`src/rtl/gcd_iter_unit.sv`:
```
// Iterative GCD engine: one operand pair per val/rdy transaction, one swap/subtract
// step per clock, result returned with a saturating count of calculation cycles.
module gcd_iter_unit #(
  parameter int W     = 16,
  parameter int FAST  = 0,
  parameter int CNT_W = W + 2
) (
  input  logic             clk,
  input  logic             reset_n,
  input  logic             req_val,
  output logic             req_rdy,
  input  logic [W-1:0]     req_a,
  input  logic [W-1:0]     req_b,
  output logic             resp_val,
  input  logic             resp_rdy,
  output logic [W-1:0]     resp_result,
  output logic [CNT_W-1:0] resp_cycles,
  output logic             busy,
  output logic [1:0]       dbg_state
);

  // Handshakes: a transfer happens on a rising edge where val and rdy are both high.
  // req_rdy and resp_val depend only on the state register, so neither side can
  // form a combinational loop through this unit.

  typedef enum logic [1:0] {
    IDLE = 2'd0,
    CALC = 2'd1,
    DONE = 2'd2
  } state_t;

  localparam logic [CNT_W-1:0] CNT_ONE = CNT_W'(1);
  localparam logic [CNT_W-1:0] CNT_MAX = '1;

  state_t           state, state_nx;
  logic [W-1:0]     a_q, b_q, a_nx, b_nx;
  logic [CNT_W-1:0] cnt_q, cnt_nx;

  always_ff @(posedge clk or negedge reset_n) begin
    if (!reset_n) begin
      state <= IDLE;
      a_q   <= '0;
      b_q   <= '0;
      cnt_q <= '0;
    end else begin
      state <= state_nx;
      a_q   <= a_nx;
      b_q   <= b_nx;
      cnt_q <= cnt_nx;
    end
  end

  always_comb begin
    state_nx = state;
    a_nx     = a_q;
    b_nx     = b_q;
    cnt_nx   = cnt_q;
    case (state)
      IDLE: begin
        if (req_val) begin
          a_nx     = req_a;
          b_nx     = req_b;
          cnt_nx   = '0;
          state_nx = CALC;
        end
      end
      CALC: begin
        // The termination cycle is counted too.
        cnt_nx = (cnt_q == CNT_MAX) ? cnt_q : cnt_q + CNT_ONE;
        if (a_q < b_q) begin
          a_nx = (FAST != 0) ? (b_q - a_q) : b_q;
          b_nx = a_q;
        end else if (b_q != '0) begin
          a_nx = a_q - b_q;
        end else begin
          state_nx = DONE;
        end
      end
      DONE: begin
        if (resp_rdy) state_nx = IDLE;
      end
      default: state_nx = IDLE;
    endcase
  end

  assign req_rdy     = (state == IDLE);
  assign resp_val    = (state == DONE);
  assign busy        = (state != IDLE);
  assign resp_result = a_q;
  assign resp_cycles = cnt_q;
  assign dbg_state   = state;

endmodule

```
`config.mk`:
```
export PLATFORM = sky130hd
export DESIGN_NAME = gcd_iter_unit
export DESIGN_NICKNAME = d
export VERILOG_FILES = /design/src/rtl/gcd_iter_unit.sv
export SDC_FILE = /design/constraint.sdc
export NUM_CORES = 1
export LEC_CHECK = 0
export BUFFER_PORTS_ARGS = -buffer_cell sky130_fd_sc_hd__buf_2
export CAP_MARGIN = 20
export CORE_MARGIN = 1.5
export CORE_UTILIZATION = 55
export DETAILED_ROUTE_END_ITERATION = 16
export PLACE_DENSITY = 0.81
export SLEW_MARGIN = 20
export SYNTH_ARGS = -nofsm -noshare
export SYNTH_HDL_FRONTEND = slang
export SYNTH_SLANG_ARGS = --single-unit
```
`constraint.sdc`:
```
create_clock -name clk -period 2.99 [get_ports clk]
set_clock_uncertainty 0.05 [all_clocks]
set_input_delay 0.598 -clock clk [delete_from_list [all_inputs] [get_ports clk]]
set_output_delay 0.598 -clock clk [all_outputs]
set_load 0.01 [all_outputs]
```
======== Word level (Yosys, flattened, before mapping) ========
Cells that the tools add are included.
cells by class
  reductions and logical operators ........ 8
  $add $sub $neg .......................... 2
  equal/unequal tests ..................... 10
  muxes and demuxes ....................... 15
  magnitude comparators ................... 1
operators by type and width
  cell                                                                     number
  16-bit 2-to-1 mux                                                        5
  16-bit one-hot mux with 2 select lines                                   2
  18-bit 2-to-1 mux                                                        2
  18-bit one-hot mux with 2 select lines                                   1
  18-bit by 1-bit adder with 18-bit output, second input constant          1
  18-bit equality test, second input constant                              1
  16-bit less-than comparator                                              1
  16-bit nonzero test                                                      1
  16-bit subtractor                                                        1
  2-bit inequality test, second input constant                             5
  3-bit AND reduction                                                      3
  2-bit 2-to-1 mux                                                         4
  2-bit one-hot mux with 3 select lines                                    1
  4-bit AND reduction                                                      1
  2-bit nonzero test                                                       2
  3-bit inequality test, second input constant                             1
  2-bit by 1-bit equality test with 1-bit output, second input constant    1
  2-bit equality test, second input constant                               1
  2-bit zero test                                                          1
  2-bit by 1-bit inequality test with 1-bit output, second input constant  1
storage, ports and cells
  input port bits ......................... 36
  logic and storage cells ................. 40
  register bits after elaboration ......... 52

======== Longest topological paths before layout ========
Gate-level depths: netlist (run 1).
  word-level depth ........................ 4
  gate-level depth with buffers ........... 13
  mapped depth without buffers ............ 12

======== Worst setup path after synthesis (run 1) ========
Ideal clock, no wire load.
  path kind ............................... reg2reg
  from .................................... register a_q[0], in the netlist resp_result[0]
  to ...................................... register a_q[0], in the netlist resp_result[0]
  required time ........................... 2.806 ns
  path buffers ............................ 1
  cell stages (with the launch flop) ...... 12
  slack ................................... 0.203 ns
  setup time .............................. 0.134 ns
  data arrival time ....................... 2.603 ns
  path through ............................ dfrtp_1 > inv_1 > ha_1 > fa_1 > nor2b_4 > o31a_2 > o221ai_2 > a211o_2 > a31o_4 > buf_2 > a211oi_1 > o22ai_2
on the way
  cells in the longest elaborated chain, start to end .. 4
RTL lines
  item                                    line  source
  start, declared                         36    logic [W-1:0] a_q, b_q, a_nx, b_nx;
  start signal, assigned                  47    a_q <= a_nx;
  16-bit subtractor                       74    a_nx = a_q - b_q;
  16-bit 2-to-1 mux                       73    end else if (b_q != '0) begin
  16-bit 2-to-1 mux                       70    if (a_q < b_q) begin
  16-bit one-hot mux with 2 select lines  58    case (state)
Parallel ways exist; a longest one is shown, timed or not. The select of a mux whose other input is x is not followed.
A chain may end at the register's enable or synchronous reset.

======== Final worst setup path (run 1) ========
  from .................................... register a_q[0], in the netlist resp_result[0]
  to ...................................... register a_q[12], in the netlist resp_result[12]
The elaborated chain is that of the path after synthesis.

==> results.cfg, run 1 <==
[run_status]
status = completed

[layout]
area_delta_synth_final_pct = 20.42
seq_area_mm2 = 0.001301
fill_cells = 496
n_antenna_cell = 0
drive_gt1_frac = 0.2660
multi_input_area_mm2 = 0.001991
layout.nets = 538

[setup_path]
worstSetupEndpointType = register
arrival_ns = 3.08
critPathKind = register to register
path_max_fanout = 6
r2r_cells = 11
start_kind = register
required_ns = 3.13

[floorplanning]
dieArea_mm2 = 0.006721
die_h_um = 81.98
core_area_mm2 = 0.005956
rows = 28
start_util = 0.5761
die_w_um = 81.98
ios = 75

[clock_network]
holdBufCountCts = 0
clk_pin_slew_ns = 0.10
clkLatencyLatePin_ns = 0.31
cts_buffer_depth = 2
cts.sinks = 52
cts_made_buffers = 5
cts_tree = done
ctsHtreeMaxLevel = 2
root_buffer = clkbuf_8

[synth]
async_flop_share = 1.000
syn_area_mm2 = 0.003431
synth_top_area_share = 0.3793
synth_enable_flop_cells = 0
synth_cells = 403
synth_common_cells = nand2_1, dfrtp_1, nor2_1, inv_1, o21ai_0
avgSynthCellArea_um2 = 8.513
ys_warn_count = 0
synth_fp_nets = 457
ys_types = 55
yosys-top-cells-area = dfrtp_1, nand2_1, ha_1
seq_area_frac_synth = 0.3793
yosysTopAreaCell = dfrtp_1
synth.most_common_cell = nand2_1
ys_ff_latch = 52
ys.flop_type = dfrtp_1

[grt]
gr-total-overflow = 0
grt_first_pass_wirelength_um = 13820
antenna_found_initial = 0
grt_use_total = 0.2683
grt_max_degree = 53
grt_pass1_vias = 2992

[timing]
fmax_mhz = 340.7
worst_slew_pin_slew_ns = 0.6978
hold_violations = 0
maxSlewViolCount = 0
rsz0062_at_grt = true
period_share = 0.9817
finalSetupViolCount = 0
maxSlewHeadroom = 0.5348
fin_ws_ns = 0.05471
fin_crit_ns = 2.935

[route]
ant_nets = 0
viasPerCell = 5.864
dr.pass1.iters = 4
drtIter0Drc = 234
wirelength_um = 8801
vias = 3284
drc = 0
wl_per_cell_um = 15.72

[place]
dp_hpwl_um = 6333
place_ws_ns = 0.03688
gp_congestion = 0.8933
io_buffer_count = 74

[pwr]
ir_drop_uv = 753.9
leakage_uw = 0.001970
power_density_mw_per_mm2 = 1356
power_uw = 5601

[job]
cap_viol_max_count = 0

[worst_hold_path]
hold_path.class = input pin to async pin
## critical path: stages, from the launching register on
cell	delay (ns)
dfrtp_1	0.38
inv_1	0.08
ha_1	0.24
fa_2	0.37
nor2b_4	0.14
o31a_2	0.17
o221ai_2	0.12
a211o_2	0.35
a31oi_4	0.33
nor2_2	0.09
a222oi_1	0.37
o31ai_1	0.12
## final timing paths
check,from,to,slack (ns)
max in group asynchronous,reset_n,b_q[8]$_DFFE_PN0P_,2.09
worst min-delay path,reset_n,resp_cycles[11]$_DFFE_PN0P_,0.33
worst max register to register,resp_result[0]$_DFFE_PN0P_,resp_result[12]$_DFFE_PN0P_,0.05
worst min register to register,resp_result[8]$_DFFE_PN0P_,resp_result[8]$_DFFE_PN0P_,0.49
worst max-delay path,resp_result[0]$_DFFE_PN0P_,resp_result[12]$_DFFE_PN0P_,0.05
min in group clk,resp_rdy,dbg_state[1]$_DFFE_PN0P_,0.41
## what timing repair did
item | CTS | global route
buffers inserted | 0 | 5
cloned | 0 | 0
resized for setup | 3 | 7
setup endpoints to repair | 2 | 28
pin swaps | 0 | 3
## metrics by stage
| stage | hold WS [ns] | TNS (ns) | instances | cell area (µm²) | utilization |
|---|---|---|---|---|---|
| floorplan | 0.2524 | 0 | 403 | 3431 | - |
| global placement | 0.4721 | 0 | 547 | 3895 | 0.6540 |
| detailed placement | 0.4769 | 0 | 547 | 3895 | 0.6540 |
| CTS | 0.3658 | 0 | 555 | 4061 | 0.6819 |
| global route | 0.3952 | -0.1168 | 560 | 4131 | 0.6937 |
| finish | 0.3303 | 0 | 560 | 4131 | 0.6937 |
## logic make-up after synthesis
kind of cell               Yosys count  synth area share
DFF                                 52            0.3793
xor gates and xnor gates            23           0.05872
buffers and inverters               41           0.05106
muxes                                1          0.002918
and+or+nand+nor                    162            0.2185
AOI/OAI and AO/OA                  106            0.2217
adders and majority gates           18           0.06783
## cells in the final DEF (no fill, tap or decap), types with 12 or more instances in the layout
cell     count
ha_1        17
nand2_1     63
o21ai_0     17
xor2_1      12
a21oi_1     12
inv_1       25
buf_2       74
dfrtp_1     52
a31oi_1     16
nor2_1      47
buf_4       14
## where the power goes
part	internal, µW	total (µW)	switching [µW]
combinational	1660	3570	1910
sequential	1020	1370	345
clock	419	670	252
total	3100	5600	2500
## flip-flops by register name, summed over array words and instances, names as in the netlist
name	flops
b_q	16
dbg_state	2
resp_cycles	18
resp_result	16
## final cells by class
cell class / count / area share
clock buffer: 5 / 0.01666
clock inverter: 3 / 0.02180
inverter: 26 / 0.02423
multi-input combinational: 310 / 0.4818
sequential: 52 / 0.3150
tap: 75 / 0.02271
timing repair buffer: 89 / 0.1178
## per-layer routing
layer / routed length, µm / track usage
met1: 3953 / 0.3713
met2: 4164 / 0.4221
met3: 526 / 0.05000
met4: 157 / 0.08814
met5: 0 / 0
Note: power is estimated with default switching activity, not from simulation.
==> inputs of run 2 (changes only) <==
--- a/config.mk
+++ b/config.mk
@@ -5,12 +5,13 @@
 export SDC_FILE = /design/constraint.sdc
 export NUM_CORES = 1
 export LEC_CHECK = 0
+export ABC_AREA = 1
 export BUFFER_PORTS_ARGS = -buffer_cell sky130_fd_sc_hd__buf_2
 export CAP_MARGIN = 20
 export CORE_MARGIN = 1.5
-export CORE_UTILIZATION = 55
+export CORE_UTILIZATION = 56
 export DETAILED_ROUTE_END_ITERATION = 16
-export PLACE_DENSITY = 0.81
+export PLACE_DENSITY = 0.83
 export SLEW_MARGIN = 20
 export SYNTH_ARGS = -nofsm -noshare
 export SYNTH_HDL_FRONTEND = slang
==> results.cfg, run 2 <==
[route]
wl_per_cell_um = 13.63
ant_nets = 0
vias = 4202
wirelength_um = 10740
drc = 0
viasPerCell = 5.332
dr.pass1.iters = 5
drtIter0Drc = 277

[synth]
async_flop_share = 1.000
syn_area_mm2 = 0.004128
seq_area_frac_synth = 0.3152
synth_top_area_share = 0.3152
avgSynthCellArea_um2 = 6.679
synth_common_cells = nand2_1, inv_1, nand3_1, dfrtp_1, nor2_1
synth_fp_nets = 672
synth.most_common_cell = nand2_1
ys_ff_latch = 52
synth_cells = 618
ys_types = 42
ys.flop_type = dfrtp_1
yosys-top-cells-area = dfrtp_1, nand2_1, inv_1
synth_enable_flop_cells = 0
yosysTopAreaCell = dfrtp_1
ys_warn_count = 0

[clock_network]
holdBufCountCts = 0
root_buffer = clkbuf_8
ctsHtreeMaxLevel = 2
postCtsSetupRepairBufs = 0
cts_made_buffers = 5
cts_tree = done
cts_buffer_depth = 2
clk_pin_slew_ns = 0.10
clkLatencyLatePin_ns = 0.31
postCtsResizedCells = 0
cts.sinks = 52

[setup_path]
critPathKind = register to register
arrival_ns = 2.75
start_kind = register
worstSetupEndpointType = register
path_max_fanout = 33
required_ns = 3.15

[timing]
fmax_mhz = 386.7
hold_violations = 0
worst_slew_pin_slew_ns = 0.5264
finalSetupViolCount = 0
holdWs_ns = 0.1839
period_share = 0.8649
rsz0062_at_grt = false
maxSlewHeadroom = 0.6462
fin_setup_tns_ns = 0
maxSlewViolCount = 0
fin_crit_ns = 2.586

[pwr]
leakage_uw = 0.002542
power.internal_uw = 2719
clkPwrFrac = 0.066
power_uw = 5998
p_sw_uw = 3279
p_sw_frac = 0.5467
power_density_mw_per_mm2 = 1294
ir_drop_uv = 646.1
p_seq_frac = 0.224
combinationalPowerShare = 0.710

[layout]
area_delta_synth_final_pct = 12.31
layout_common_cells = nand2_1, inv_1, buf_2
largest_reg_flops = 18
fin_util = 0.6460
layout.nets = 743
n_antenna_cell = 0
final_common_cell = nand2_1
drive_gt1_frac = 0.1727

[worst_hold_path]
hold_path.class = input pin to async pin

[place]
io_buffer_count = 74
gp_congestion = 0.9269
dp_hpwl_um = 8466

[grt]
grt_first_pass_wirelength_um = 17460
grt_max_degree = 34
grt_use_total = 0.2848
grt_pass1_vias = 3721
gr-total-overflow = 0
antenna_found_initial = 0

[floorplanning]
dieArea_mm2 = 0.007895
die_w_um = 88.86
rows = 31
die_h_um = 88.86
core_area_mm2 = 0.007176
ios = 75
start_util = 0.5752

[job]
cap_viol_max_count = 0

[run_status]
status = completed
-- run 2: worst paths after layout --
path / start / endpoint / slack (ns) / depth (start not counted)
worst max-delay path: resp_result[0]$_DFFE_PN0P_ / resp_result[13]$_DFFE_PN0P_ / 0.40 / 15
worst min-delay path: reset_n / resp_result[5]$_DFFE_PN0P_ / 0.18 / 1
worst max register to register: resp_result[0]$_DFFE_PN0P_ / resp_result[13]$_DFFE_PN0P_ / 0.40 / 15
worst min register to register: resp_cycles[15]$_DFFE_PN0P_ / resp_cycles[15]$_DFFE_PN0P_ / 0.51 / 2
max in group asynchronous: reset_n / resp_result[8]$_DFFE_PN0P_ / 2.07 / 2
min in group clk: resp_rdy / dbg_state[1]$_DFFE_PN0P_ / 0.42 / 2
-- run 2: power groups by stage --
stage          Sequential [µW]  Clock (µW)  Combinational, µW
3_5_place_dp              1350           0               4210
6_report                  1340         395               4260
2_1_floorplan             1350           0               3240
3_3_place_gp              1340           0               4070
4_1_cts                   1330         398               4230
5_1_grt                   1380         428               4860
-- run 2: final cells by class --
type,instances,area [µm²]
Tap cell,99,123.9
Sequential cell,52,1301
Clock buffer,5,68.82
Timing Repair Buffer,79,407.9
Multi-Input combinational cell,458,2371
Clock inverter,2,12.51
Inverter,93,350.3
Fill cell,655,2540
-- run 2: per-layer routing --
layer	routed length, µm	GRT usage	vias up
met5	0	0	-
met4	216	0.08523	0
met3	720	0.03918	19
met2	4980	0.4518	173
met1	4822	0.4044	1906
li1	-	-	2104
-- run 2: through the flow --
stage	instances	setup slack, ns	cell area (µm²)
after floorplan	618	0.7782	4128
after global placement	781	0.5354	4554
after CTS	788	0.4161	4636
after detailed placement	781	0.4403	4554
final	788	0.4039	4636
after global routing	788	0.1782	4636
-- run 2: critical path, cell delays in order (launching register included) --
cell and delay, ns:
dfrtp_1 0.36, inv_1 0.08, ha_1 0.23, fa_1 0.42, inv_1 0.12, nand2_1 0.06, nand2_1 0.10, nand3_1 0.07
nand2_1 0.11, nand2_2 0.10, nand3_4 0.14, nand2_4 0.22, inv_2 0.22, nand3_1 0.09, nand2_1 0.07, inv_1 0.03
-- run 2: cell families (layout without fill, tap and decap cells) --
kind of cell               Yosys count  in the layout  share of synthesized area
AOI/OAI and AO/OA                   61             61                    0.08882
xor gates and xnor gates            18             18                    0.03820
adders and majority gates           18             18                    0.05638
buffers and inverters              108            179                     0.1109
DFF                                 52             52                     0.3152
and+or+nand+nor                    361            361                     0.3904
==> inputs of run 3 (changes only) <==
--- a/config.mk
+++ b/config.mk
@@ -12,6 +12,7 @@
 export CORE_UTILIZATION = 56
 export DETAILED_ROUTE_END_ITERATION = 16
 export PLACE_DENSITY = 0.83
+export RECOVER_POWER = 50
 export SLEW_MARGIN = 20
 export SYNTH_ARGS = -nofsm -noshare
 export SYNTH_HDL_FRONTEND = slang
==> results.cfg, run 3 (synthesized netlist as in run 2, its figures left out) <==
[pwr]
clkPwrFrac = 0.066
p_seq_frac = 0.225
p_sw_frac = 0.5500
leakage_uw = 0.002470
combinationalPowerShare = 0.709
ir_drop_uv = 646.2
power_density_mw_per_mm2 = 1298
p_sw_uw = 3286
power.internal_uw = 2689

[setup_path]
crit_path_start = resp_result[0]$_DFFE_PN0P_
r2r_cells = 15
r2r_slack_ns = 0.40
r2r_start = resp_result[0]$_DFFE_PN0P_
critPathKind = register to register
cp-endpoint = resp_result[14]$_DFFE_PN0P_
path_max_fanout = 33
arrival_ns = 2.75
worstSetupEndpointType = register
required_ns = 3.15
start_kind = register
r2r_end = resp_result[14]$_DFFE_PN0P_

[grt]
antenna_found_initial = 0
grt_pass1_vias = 3721
grt_use_total = 0.2848
grt_first_pass_wirelength_um = 17460
gr-total-overflow = 0
grt_max_degree = 34

[place]
gp_congestion = 0.9269
io_buffer_count = 74
dp_hpwl_um = 8466
place_inst = 781

[clock_network]
postCtsResizedCells = 0
holdBufCountCts = 0
cts_made_buffers = 5
postCtsSetupRepairBufs = 0
cts_buffer_depth = 2
ctsHtreeMaxLevel = 2
cts.sinks = 52
root_buffer = clkbuf_8
cts_tree = done
clkLatencyLatePin_ns = 0.31
clk_pin_slew_ns = 0.09

[layout]
seq_area_mm2 = 0.001301
area_delta_synth_final_pct = 11.52
layout_common_cells = nand2_1, inv_1, nand3_1
n_antenna_cell = 0
layout.nets = 743
final_cells = 788
drive_gt1_frac = 0.1408
final_common_cell = nand2_1
multi_input_area_mm2 = 0.002371
largest_reg_flops = 18
fin_util = 0.6415
fill_cells = 674

[route]
dr.pass1.iters = 5
ant_nets = 0
wirelength_um = 10760
drc = 0
drtIter0Drc = 295
viasPerCell = 5.357
wl_per_cell_um = 13.65
vias = 4221

[floorplanning]
ios = 75
core_area_mm2 = 0.007176
start_util = 0.5752
die_w_um = 88.86
die_h_um = 88.86
dieArea_mm2 = 0.007895
rows = 31

[run_status]
status = completed

[timing]
maxSlewViolCount = 0
fin_setup_tns_ns = 0
worst_slew_pin_slew_ns = 1.162
rsz0062_at_grt = false
hold_violations = 0
fmax_mhz = 385.7
period_share = 0.8671
maxSlewHeadroom = 0.2251
fin_crit_ns = 2.593
finalSetupViolCount = 0

[worst_hold_path]
hold_depth = 2
hold_path.class = input pin to register

[job]
cap_viol_max_count = 0
==> run 3: cell count changes in the layout (fill, tap and decap cells not counted), sizes merged <==
cell    previous run  this run
clkbuf             5        27
buf               79        57
==> run 3: worst min path at each step <==
stage                                 from                     endpoint  slack, ns
6_report                          resp_rdy     dbg_state[1]$_DFFE_PN0P_       0.42
4_1_cts                            reset_n   resp_result[5]$_DFFE_PN0P_       0.20
3_3_place_gp   resp_cycles[15]$_DFFE_PN0P_  resp_cycles[15]$_DFFE_PN0P_       0.47
2_1_floorplan                      reset_n           b_q[0]$_DFFE_PN0P_       0.25
5_1_grt                           resp_rdy     dbg_state[1]$_DFFE_PN0P_       0.42
3_5_place_dp   resp_cycles[15]$_DFFE_PN0P_  resp_cycles[15]$_DFFE_PN0P_       0.48
==> run 3: layout make-up <==
type	instances	area share
clock buffers	5	0.01495
well taps	99	0.02691
clock inverters	2	0.002718
multi-input cells	458	0.5151
inverters	93	0.07611
flip-flops and latches	52	0.2827
repair buffers	79	0.08154
==> run 3: per-stage QoR <==
step                      power [µW]  worst slack (ns)  cell area, µm²  hold slack, ns
final                           5975            0.3973            4603          0.4213
after global routing            6635            0.1760            4603          0.4161
after CTS                       5958            0.4161            4636          0.2011
after detailed placement        5552            0.4403            4554          0.4755
after global placement          5404            0.5354            4554          0.4684
after floorplan                 4594            0.7782            4128          0.2524
==> run 3: power by group through the flow <==
stage	combinational [µW]	sequential [µW]	clock, µW
finish	4230	1350	395
global route	4830	1380	428
CTS	4230	1330	398
detailed placement	4210	1350	0
global placement	4070	1340	0
floorplan	3240	1350	0
==> run 3: routing by layer <==
layer,track usage,vias to the layer above,wire length (µm)
met4,0.08523,0,167
li1,-,2105,-
met3,0.03918,17,753
met2,0.4518,187,5021
met1,0.4044,1912,4816
met5,0,-,0
==> run 3: worst max-delay path, stage by stage (launching register included) <==
cell     delay, ns
dfrtp_1       0.36
inv_1         0.08
ha_1          0.23
fa_1          0.42
inv_1         0.12
nand2_1       0.06
nand2_1       0.10
nand3_1       0.07
nand2_1       0.11
nand2_2       0.10
nand3_4       0.14
nand2_4       0.22
inv_2         0.22
nand3_1       0.09
nand2_1       0.07
inv_1         0.03
